File: src/rtl/iq_mux_ps_pkg.sv
// rtl/iq_mux_ps_pkg.sv - shared constants, FSM states and helpers for the I/Q interleaver
// Package iq_mux_pkg:
//   CHIDX_I / CHIDX_Q : channel tags carried on Data_Out_ChIdx
//   state_t           : slot sequencer states (IDLE, SLOT_I, SLOT_Q)
//   DROP_CNT_W        : width of the optional dropped-sample counter
//   sat_add_drop      : saturating add used by the dropped-sample counter
package iq_mux_pkg;

    localparam logic [3:0] CHIDX_I    = 4'd0;
    localparam logic [3:0] CHIDX_Q    = 4'd1;
    localparam int         DROP_CNT_W = 16;

    typedef enum logic [1:0] {
        IDLE   = 2'd0,
        SLOT_I = 2'd1,
        SLOT_Q = 2'd2
    } state_t;

    // Adds 0..2 dropped samples, pinning at all-ones instead of wrapping.
    function automatic logic [DROP_CNT_W-1:0] sat_add_drop(
        input logic [DROP_CNT_W-1:0] a,
        input logic [1:0]            n
    );
        logic [DROP_CNT_W:0] s;
        s = {1'b0, a} + {{(DROP_CNT_W-1){1'b0}}, n};
        return s[DROP_CNT_W] ? {DROP_CNT_W{1'b1}} : s[DROP_CNT_W-1:0];
    endfunction

endpackage

File: src/rtl/iq_mux_ps_if.sv
// rtl/iq_mux_ps_if.sv - stream/status bundle between a sample source and the I/Q interleaver
// Signals:
//   Data_In_I/_Valid, Data_In_Q/_Valid : parallel I and Q sample strobes
//   Ovf_Clr                            : clears the sticky overflow flags
//   Data_Out, Data_Out_ChIdx           : serial sample and its channel tag
//   Data_Out_Valid                     : sample-valid window inside each slot
//   Ovf_I, Ovf_Q                       : sticky dropped-sample flags
// Modports: master drives the inputs of the interleaver, slave is the interleaver.
interface iq_mux_ps_if #(
    parameter int DATA_WIDTH = 24
);
    logic [DATA_WIDTH-1:0] Data_In_I;
    logic                  Data_In_I_Valid;
    logic [DATA_WIDTH-1:0] Data_In_Q;
    logic                  Data_In_Q_Valid;
    logic                  Ovf_Clr;
    logic [DATA_WIDTH-1:0] Data_Out;
    logic [3:0]            Data_Out_ChIdx;
    logic                  Data_Out_Valid;
    logic                  Ovf_I;
    logic                  Ovf_Q;

    modport master (
        output Data_In_I, Data_In_I_Valid, Data_In_Q, Data_In_Q_Valid, Ovf_Clr,
        input  Data_Out, Data_Out_ChIdx, Data_Out_Valid, Ovf_I, Ovf_Q
    );

    modport slave (
        input  Data_In_I, Data_In_I_Valid, Data_In_Q, Data_In_Q_Valid, Ovf_Clr,
        output Data_Out, Data_Out_ChIdx, Data_Out_Valid, Ovf_I, Ovf_Q
    );
endinterface

File: src/rtl/iq_mux_ps_fifo.sv
// rtl/iq_mux_ps_fifo.sv - synchronous first-word-fall-through sample FIFO (module iq_ps_fifo)
// Ports:
//   clk, nrst  : clock, synchronous active-low reset (empties the FIFO)
//   wr_en, din : write strobe and data; accepted when not full, or full with a read
//   rd_en      : pop the head entry (ignored when empty)
//   dout       : head entry, valid whenever empty is low
//   empty/full : occupancy flags
//   count      : occupancy, 0..FIFO_DEPTH
module iq_ps_fifo #(
    parameter int DATA_WIDTH = 24,
    parameter int FIFO_DEPTH = 16
) (
    input  logic                        clk,
    input  logic                        nrst,
    input  logic                        wr_en,
    input  logic [DATA_WIDTH-1:0]       din,
    input  logic                        rd_en,
    output logic [DATA_WIDTH-1:0]       dout,
    output logic                        empty,
    output logic                        full,
    output logic [$clog2(FIFO_DEPTH):0] count
);
    localparam int               PTR_W    = $clog2(FIFO_DEPTH);
    localparam logic [PTR_W:0]   CNT_FULL = (PTR_W+1)'(FIFO_DEPTH);

    logic [DATA_WIDTH-1:0] r_mem [FIFO_DEPTH];
    logic [PTR_W-1:0]      r_wr_ptr;
    logic [PTR_W-1:0]      r_rd_ptr;
    logic [PTR_W:0]        r_count;
    logic                  w_do_rd;
    logic                  w_do_wr;

    assign empty = (r_count == '0);
    assign full  = (r_count == CNT_FULL);
    assign count = r_count;
    assign dout  = r_mem[r_rd_ptr];

    // A write into a full FIFO is still taken when the head leaves in the
    // same cycle: the freed slot is exactly the one being written.
    assign w_do_rd = rd_en && !empty;
    assign w_do_wr = wr_en && (!full || w_do_rd);

    always_ff @(posedge clk) begin
        if (w_do_wr) begin
            r_mem[r_wr_ptr] <= din;
        end
    end

    // Power-of-2 depth lets the pointers wrap by plain overflow.
    always_ff @(posedge clk) begin
        if (!nrst) begin
            r_wr_ptr <= '0;
            r_rd_ptr <= '0;
            r_count  <= '0;
        end else begin
            if (w_do_wr) begin
                r_wr_ptr <= r_wr_ptr + 1'b1;
            end
            if (w_do_rd) begin
                r_rd_ptr <= r_rd_ptr + 1'b1;
            end
            case ({w_do_wr, w_do_rd})
                2'b10:   r_count <= r_count + 1'b1;
                2'b01:   r_count <= r_count - 1'b1;
                default: r_count <= r_count;
            endcase
        end
    end
endmodule

File: src/rtl/iq_mux_ps.sv
// rtl/iq_mux_ps.sv - parallel-to-serial I/Q interleaver with fixed-length output slots
// Buffers I and Q samples in two FIFOs and emits complete pairs as I slot then
// Q slot, each SLOT_CLKS clocks long, with Data_Out_Valid high on slot cycles
// 1..VALID_CLKS so data/tag are stable around the valid window.
// Ports:
//   CLK, nRST : clock, synchronous active-low reset
//   Drop_Cnt  : saturating count of dropped I+Q samples (only with IQ_MUX_PS_DROP_CNT_EN)
//   bus       : iq_mux_ps_if.slave - sample inputs, serial output, overflow flags
// Build option: define IQ_MUX_PS_DROP_CNT_EN to add the Drop_Cnt output.
module iq_mux_ps
    import iq_mux_pkg::*;
#(
    parameter int DATA_WIDTH = 24,
    parameter int FIFO_DEPTH = 16,
    parameter int SLOT_CLKS  = 8,
    parameter int VALID_CLKS = 4
) (
    input  logic                  CLK,
    input  logic                  nRST,
`ifdef IQ_MUX_PS_DROP_CNT_EN
    output logic [DROP_CNT_W-1:0] Drop_Cnt,
`endif
    iq_mux_ps_if.slave            bus
);
    localparam int                    CNT_W     = $clog2(SLOT_CLKS);
    localparam logic [CNT_W-1:0]      CNT_LAST  = CNT_W'(SLOT_CLKS - 1);
    localparam logic [CNT_W-1:0]      CNT_VLAST = CNT_W'(VALID_CLKS);
    localparam int                    LVL_W     = $clog2(FIFO_DEPTH) + 1;
    localparam logic [LVL_W-1:0]      LVL_FULL  = LVL_W'(FIFO_DEPTH);

    logic [DATA_WIDTH-1:0] w_i_dout;
    logic [DATA_WIDTH-1:0] w_q_dout;
    logic                  w_i_empty;
    logic                  w_q_empty;
    logic                  w_i_full;
    logic                  w_q_full;
    logic [LVL_W-1:0]      w_i_count;
    logic [LVL_W-1:0]      w_q_count;

    state_t                r_state;
    logic [CNT_W-1:0]      r_cnt;
    logic [DATA_WIDTH-1:0] r_data_out;
    logic [DATA_WIDTH-1:0] r_hold_q;
    logic [3:0]            r_chidx;
    logic                  r_valid;
    logic                  r_ovf_i;
    logic                  r_ovf_q;

    logic                  w_pair_rdy;
    logic                  w_slot_end;
    logic                  w_pop;
    logic [CNT_W-1:0]      w_cnt_next;
    logic                  w_drop_i;
    logic                  w_drop_q;

    // Only whole pairs leave the FIFOs; a pop happens from IDLE or at the
    // last cycle of the Q slot so consecutive pairs run without a gap.
    assign w_pair_rdy = !w_i_empty && !w_q_empty;
    assign w_slot_end = (r_cnt == CNT_LAST);
    assign w_pop      = w_pair_rdy && ((r_state == IDLE) || ((r_state == SLOT_Q) && w_slot_end));
    assign w_cnt_next = r_cnt + 1'b1;

    assign w_drop_i = bus.Data_In_I_Valid && w_i_full && !w_pop;
    assign w_drop_q = bus.Data_In_Q_Valid && w_q_full && !w_pop;

    iq_ps_fifo #(
        .DATA_WIDTH (DATA_WIDTH),
        .FIFO_DEPTH (FIFO_DEPTH)
    ) u_fifo_i (
        .clk   (CLK),
        .nrst  (nRST),
        .wr_en (bus.Data_In_I_Valid),
        .din   (bus.Data_In_I),
        .rd_en (w_pop),
        .dout  (w_i_dout),
        .empty (w_i_empty),
        .full  (w_i_full),
        .count (w_i_count)
    );

    iq_ps_fifo #(
        .DATA_WIDTH (DATA_WIDTH),
        .FIFO_DEPTH (FIFO_DEPTH)
    ) u_fifo_q (
        .clk   (CLK),
        .nrst  (nRST),
        .wr_en (bus.Data_In_Q_Valid),
        .din   (bus.Data_In_Q),
        .rd_en (w_pop),
        .dout  (w_q_dout),
        .empty (w_q_empty),
        .full  (w_q_full),
        .count (w_q_count)
    );

    // r_data_out doubles as the I hold register; only Q needs its own copy.
    // Valid is registered from the next counter value so it lines up with
    // the slot position it describes.
    always_ff @(posedge CLK) begin
        if (!nRST) begin
            r_state    <= IDLE;
            r_cnt      <= '0;
            r_data_out <= '0;
            r_hold_q   <= '0;
            r_chidx    <= CHIDX_I;
            r_valid    <= 1'b0;
        end else begin
            r_valid <= 1'b0;
            case (r_state)
                IDLE: begin
                    if (w_pop) begin
                        r_state    <= SLOT_I;
                        r_cnt      <= '0;
                        r_data_out <= w_i_dout;
                        r_hold_q   <= w_q_dout;
                        r_chidx    <= CHIDX_I;
                    end
                end
                SLOT_I: begin
                    if (w_slot_end) begin
                        r_state    <= SLOT_Q;
                        r_cnt      <= '0;
                        r_data_out <= r_hold_q;
                        r_chidx    <= CHIDX_Q;
                    end else begin
                        r_cnt   <= w_cnt_next;
                        r_valid <= (w_cnt_next <= CNT_VLAST);
                    end
                end
                SLOT_Q: begin
                    if (w_slot_end) begin
                        r_cnt <= '0;
                        if (w_pop) begin
                            r_state    <= SLOT_I;
                            r_data_out <= w_i_dout;
                            r_hold_q   <= w_q_dout;
                            r_chidx    <= CHIDX_I;
                        end else begin
                            // Data and tag keep their last values while idle.
                            r_state <= IDLE;
                        end
                    end else begin
                        r_cnt   <= w_cnt_next;
                        r_valid <= (w_cnt_next <= CNT_VLAST);
                    end
                end
                default: begin
                    r_state <= IDLE;
                    r_cnt   <= '0;
                end
            endcase
        end
    end

    // A drop in the same cycle as a clear wins, so no drop goes unflagged.
    always_ff @(posedge CLK) begin
        if (!nRST) begin
            r_ovf_i <= 1'b0;
            r_ovf_q <= 1'b0;
        end else begin
            r_ovf_i <= (r_ovf_i && !bus.Ovf_Clr) || w_drop_i;
            r_ovf_q <= (r_ovf_q && !bus.Ovf_Clr) || w_drop_q;
        end
    end

`ifdef IQ_MUX_PS_DROP_CNT_EN
    logic [DROP_CNT_W-1:0] r_drop_cnt;
    logic [1:0]            w_n_drop;

    assign w_n_drop = {1'b0, w_drop_i} + {1'b0, w_drop_q};

    // Clear restarts the count from this cycle's drops.
    always_ff @(posedge CLK) begin
        if (!nRST) begin
            r_drop_cnt <= '0;
        end else begin
            r_drop_cnt <= sat_add_drop(bus.Ovf_Clr ? '0 : r_drop_cnt, w_n_drop);
        end
    end

    assign Drop_Cnt = r_drop_cnt;
`endif

    assign bus.Data_Out       = r_data_out;
    assign bus.Data_Out_ChIdx = r_chidx;
    assign bus.Data_Out_Valid = r_valid;
    assign bus.Ovf_I          = r_ovf_i;
    assign bus.Ovf_Q          = r_ovf_q;

    // FIFO flags must agree with the occupancy counts.
    a_fifo_flags: assert property (@(posedge CLK) disable iff (!nRST)
        (w_i_empty == (w_i_count == '0)) && (w_q_empty == (w_q_count == '0)) &&
        (w_i_full == (w_i_count == LVL_FULL)) && (w_q_full == (w_q_count == LVL_FULL)));

endmodule

File: src/flat_wrapper.sv
// flat-port wrapper written by rule: the top's interface ports become plain ports
module iq_mux_ps_flat import iq_mux_pkg::*;
#(
    parameter int DATA_WIDTH = 24,
    parameter int FIFO_DEPTH = 16,
    parameter int SLOT_CLKS  = 8,
    parameter int VALID_CLKS = 4
)
  (CLK, nRST, bus_Data_In_I, bus_Data_In_I_Valid, bus_Data_In_Q, bus_Data_In_Q_Valid, bus_Ovf_Clr, bus_Data_Out, bus_Data_Out_ChIdx, bus_Data_Out_Valid, bus_Ovf_I, bus_Ovf_Q);
  iq_mux_ps_if #(.DATA_WIDTH(DATA_WIDTH)) bus_i ();
  input  logic CLK;
  input  logic nRST;
  input wire logic [$bits(bus_i.Data_In_I)-1:0] bus_Data_In_I;
  input wire logic [$bits(bus_i.Data_In_I_Valid)-1:0] bus_Data_In_I_Valid;
  input wire logic [$bits(bus_i.Data_In_Q)-1:0] bus_Data_In_Q;
  input wire logic [$bits(bus_i.Data_In_Q_Valid)-1:0] bus_Data_In_Q_Valid;
  input wire logic [$bits(bus_i.Ovf_Clr)-1:0] bus_Ovf_Clr;
  output wire logic [$bits(bus_i.Data_Out)-1:0] bus_Data_Out;
  output wire logic [$bits(bus_i.Data_Out_ChIdx)-1:0] bus_Data_Out_ChIdx;
  output wire logic [$bits(bus_i.Data_Out_Valid)-1:0] bus_Data_Out_Valid;
  output wire logic [$bits(bus_i.Ovf_I)-1:0] bus_Ovf_I;
  output wire logic [$bits(bus_i.Ovf_Q)-1:0] bus_Ovf_Q;
  assign bus_i.Data_In_I = bus_Data_In_I;
  assign bus_i.Data_In_I_Valid = bus_Data_In_I_Valid;
  assign bus_i.Data_In_Q = bus_Data_In_Q;
  assign bus_i.Data_In_Q_Valid = bus_Data_In_Q_Valid;
  assign bus_i.Ovf_Clr = bus_Ovf_Clr;
  assign bus_Data_Out = bus_i.Data_Out;
  assign bus_Data_Out_ChIdx = bus_i.Data_Out_ChIdx;
  assign bus_Data_Out_Valid = bus_i.Data_Out_Valid;
  assign bus_Ovf_I = bus_i.Ovf_I;
  assign bus_Ovf_Q = bus_i.Ovf_Q;
  iq_mux_ps #(.DATA_WIDTH(DATA_WIDTH), .FIFO_DEPTH(FIFO_DEPTH), .SLOT_CLKS(SLOT_CLKS), .VALID_CLKS(VALID_CLKS)) u_core (.CLK(CLK), .nRST(nRST), .bus(bus_i));
endmodule
File: config.mk
export PLATFORM = sky130hd
export DESIGN_NAME = iq_mux_ps_flat
export DESIGN_NICKNAME = d
export VERILOG_FILES = /design/src/rtl/iq_mux_ps_pkg.sv /design/src/rtl/iq_mux_ps_if.sv /design/src/rtl/iq_mux_ps_fifo.sv /design/src/rtl/iq_mux_ps.sv /design/src/flat_wrapper.sv
export SDC_FILE = /design/constraint.sdc
export NUM_CORES = 1
export LEC_CHECK = 0
export BUFFER_PORTS_ARGS = -buffer_cell sky130_fd_sc_hd__buf_2
export CAP_MARGIN = 40
export CORE_ASPECT_RATIO = 1.2
export CORE_MARGIN = 10
export CORE_UTILIZATION = 25
export CTS_CLUSTER_SIZE = 8
export DETAILED_ROUTE_END_ITERATION = 6
export GPL_ROUTABILITY_DRIVEN = 0
export PLACE_DENSITY_LB_ADDON = 0.08
export SLEW_MARGIN = 10
export SYNTH_ARGS = -nofsm -noshare
export SYNTH_HDL_FRONTEND = slang
export SYNTH_SLANG_ARGS = --single-unit
export TNS_END_PERCENT = 30
File: constraint.sdc
create_clock -name CLK -period 3.7 [get_ports CLK]
set_clock_uncertainty 0.15 [all_clocks]
set_input_delay 0.555 -clock CLK [delete_from_list [all_inputs] [get_ports CLK]]
set_output_delay 0.555 -clock CLK [all_outputs]
set_load 0.01 [all_outputs]
==> results.md <==
- Unrepaired setup endpoints after global routing: false
- Hold Vio Cnt, Final: 0
- Drt pass-1 iters: 4
- I/O pin total: 84
- Final min period: between 3000 and 4000 ps
- Static Leak: between 10 and 15 nW
- Area growth syn-to-layout: 20.2%
- Synth Warn #: 0
- Maximum root-to-sink buffer count: 3
- Most frequent cell on the critical path: or4_1
- Worst slew pin tran: 779 ps
- Drt drc: 0
- Post-DRT Antenna Nets: 0
- CP Launch Type: flop
- Post_cts resized: 0
- Min-delay worst type: input pin to flop
- Vias in the first global route: 17400
- Crit path DAT: approximately 3500 ps
- Yosys cell types: 46
- Synthesized instance count: 1653
- GRT overflow: 0
- H-tree depth: 3
- Worst Hold Margin: 114 ps
- Largest stage delay on the critical path: approximately 650 ps
- Ys async rst share: 0%
- Crit-path slowest cell: or4_1
- Core Region: 130000 um2
- Maximum VDD drop: about 0.00029 V
- CTS clock-pin slew for the worst setup and hold paths: 60 ps
- Via count: 16200
- Crit path cell chain: or4_1, o221ai_4, nor2_1, xor2_1, ha_1, or4_1, a21o_1, a21oi_1
- Clock Sinks: approximately 860
- Initial DRC count: approximately 1200
- Syn avg cell area: between 15 and 20 um2
- Max_cap viols: 0
- Total power: between 0.02 and 0.03 W
- Global-route wire length before repair: ~130000 um
- Final cell count without fillers: 3635
- Placed wire-length estimate: 58100 um
- Starting density of the core: between 20 and 30%
- Final Slew Violations: 0
- Final wirelength: between 90000 and 100000 um
- Post-synth EDFFs: 768
- Power Density: between 600 and 700 nW/um2
- Aggregate global-route resource usage: approximately 12%
- Die area: between 100000 and 150000 um2
- Period utilization: between 80% and 90%
- Synthesized area: between 30000 and 40000 um2
- Antenna violations before repair: 9
- Worst Path Required: between 4000 and 5000 ps
- Yosys top cell area share: between 70% and 80%
- Clock buffer count from CTS: ~120
- Nets: 1913
- Largest net degree at the start of global routing: a little over 50
- Synth Register Bits: approximately 860
- Sequential cell area fraction in the yosys report: 75.6%
- F_max: approximately 0.33 GHz
- Clk Latency, worst-skew pair: just under 700 ps
- IO Port Bufs: 80
- Row cnt: about 150
- WL/cell: around 25 um
- Vias per cell: 4.46
- Yosys top cell by area: edfxtp_1
- Synth area leaders: edfxtp_1 (70%), mux4_2 (13%), dfxtp_1 (5.5%)
- CTS tree: yes
- Layout cells sized above 1: about 28%
- Final setup fails: 0
- Critical path class: flop to flop
- Slew margin rel.: between 40% and 50%
- Status: finished, final reports clean
- DP Cell Count: about 3400
- Crit Path Max Fanout: 15
- Die Y: roughly 420 um
- Clock root buffer: clkbuf_16
- CP Capture Type: flop
- Most common flop cell mapped by yosys: edfxtp_1
- Die width: roughly 350 um
## through the flow
step	utilization [%]	instance area [um2]	setup TNS [ps]	worst slack, ps
final	30.3	39600	0	644
after global routing	30.3	39600	0	446
after CTS	30.3	39500	0	643
after detailed placement	27.7	36100	0	663
after global placement	27.7	36100	0	662
after floorplan	-	32900	-2990	-62.3
## flip-flops by register name (all words and copies together), names as in the netlist, 2 cells and up, named ones only
register / cells
u_core.u_fifo_i.r_mem: 384
u_core.bus.Data_Out: 24
u_core.u_fifo_q.count: 5
u_core.u_fifo_i.r_wr_ptr: 4
u_core.r_state: 2
u_core.r_cnt: 3
u_core.u_fifo_q.r_rd_ptr: 4
u_core.r_hold_q: 24
u_core.u_fifo_q.r_wr_ptr: 4
u_core.u_fifo_i.r_rd_ptr: 4
u_core.u_fifo_q.r_mem: 384
u_core.u_fifo_i.count: 5
## synthesized netlist by cell type, drive strengths merged (20+ instances only)
cell type and number:
mux2i 31, dfxtp 91, ha 20, nor2b 27, edfxtp 768, nand2 26
clkbuf 59, a211oi 25, a22o 24, mux4 192, a21oi 111, o21ai 29
a22oi 51, buf 44, nor2 57
## what timing repair did
action	in CTS	in global routing
hold buffers	1	0
endpoints found under the hold margin	2	0
buffers inserted	0	0
## layout by cell type, fill, tap and decap left out, types with 5 or more instances in the layout
cell type and instances:
a22oi_1 51, buf_12 20, xnor2_1 11, nand3_1 5
buf_2 80, nand2_1 26, nor3_2 7, a21oi_1 110
inv_1 10, clkbuf_1 99, clkbuf_16 119, dfxtp_1 85
a22o_1 24, mux2i_1 31, nand2b_1 8, buf_4 65
nand4_1 11, edfxtp_1 768, ha_1 19, mux4_2 192
nor2_1 31, nor2_4 25, o21ai_0 29, dfxtp_4 5
nor2b_1 25, xor2_1 10, a211oi_1 25
## report_power, final
part	leakage [nW]	total, W	switching, W	internal (W)
Clock	1.62	0.0100	0.00403	0.00602
Sequential	7.68	0.0114	0.000380	0.0110
Combinational	2.99	0.00418	0.00238	0.00180
## cell type report
class                      count  area, um2
antenna                        2       5.00
clock buffer                 219       3360
clock inverter                 4       56.3
fill                       12700      90900
inverter                      11       41.3
multi-input combinational    682       7750
sequential                   859      24900
tap                         1690       2110
timing repair buffer         168       1320
## final timing paths
check                                         from                                     end  slack, ps  depth (start not counted)
max          u_core.u_fifo_q.count[0]$_SDFFE_PN0P_   u_core.u_fifo_q.count[2]$_SDFFE_PN0P_        640                          8
min                              bus_Data_In_Q[16]  u_core.u_fifo_q.r_mem[6][16]$_DFFE_PP_        110                          1
max reg2reg  u_core.u_fifo_q.count[0]$_SDFFE_PN0P_   u_core.u_fifo_q.count[2]$_SDFFE_PN0P_        640                          8
min reg2reg           u_core.r_cnt[2]$_SDFFE_PN0N_            u_core.r_cnt[2]$_SDFFE_PN0N_        310                          2
## metal layers
layer	global-route usage, %	up-vias	wire length [um]
met5	0	-	0
met4	3.21	0	1690
met3	2.05	117	3410
met2	21.1	324	45800
met1	16.3	8556	40200
li1	-	7198	-
## kinds of logic (layout without fill, tap and decap cells)
kind of cell    count (synthesis)  after routing  share of synthesized area, %
fa+ha+maj                      20             20                         0.761
buf+inv                       114            402                          1.60
flops                         859            859                          75.6
other cells                     1              5                        0.0114
mux                           224            224                          14.1
compound gates                257            257                          4.99
simple gates                  157            157                          2.33
xor+xnor                       21             21                         0.559
## critical path: cells and delay by family (launching register included)
family | cells | cell delay (ps)
simple gates | 3 | 1250
xor+xnor | 1 | 170
compound gates | 3 | 810
fa+ha+maj | 1 | 230
flops | 1 | 360
No activity file was read; power rests on OpenSTA's default activity.
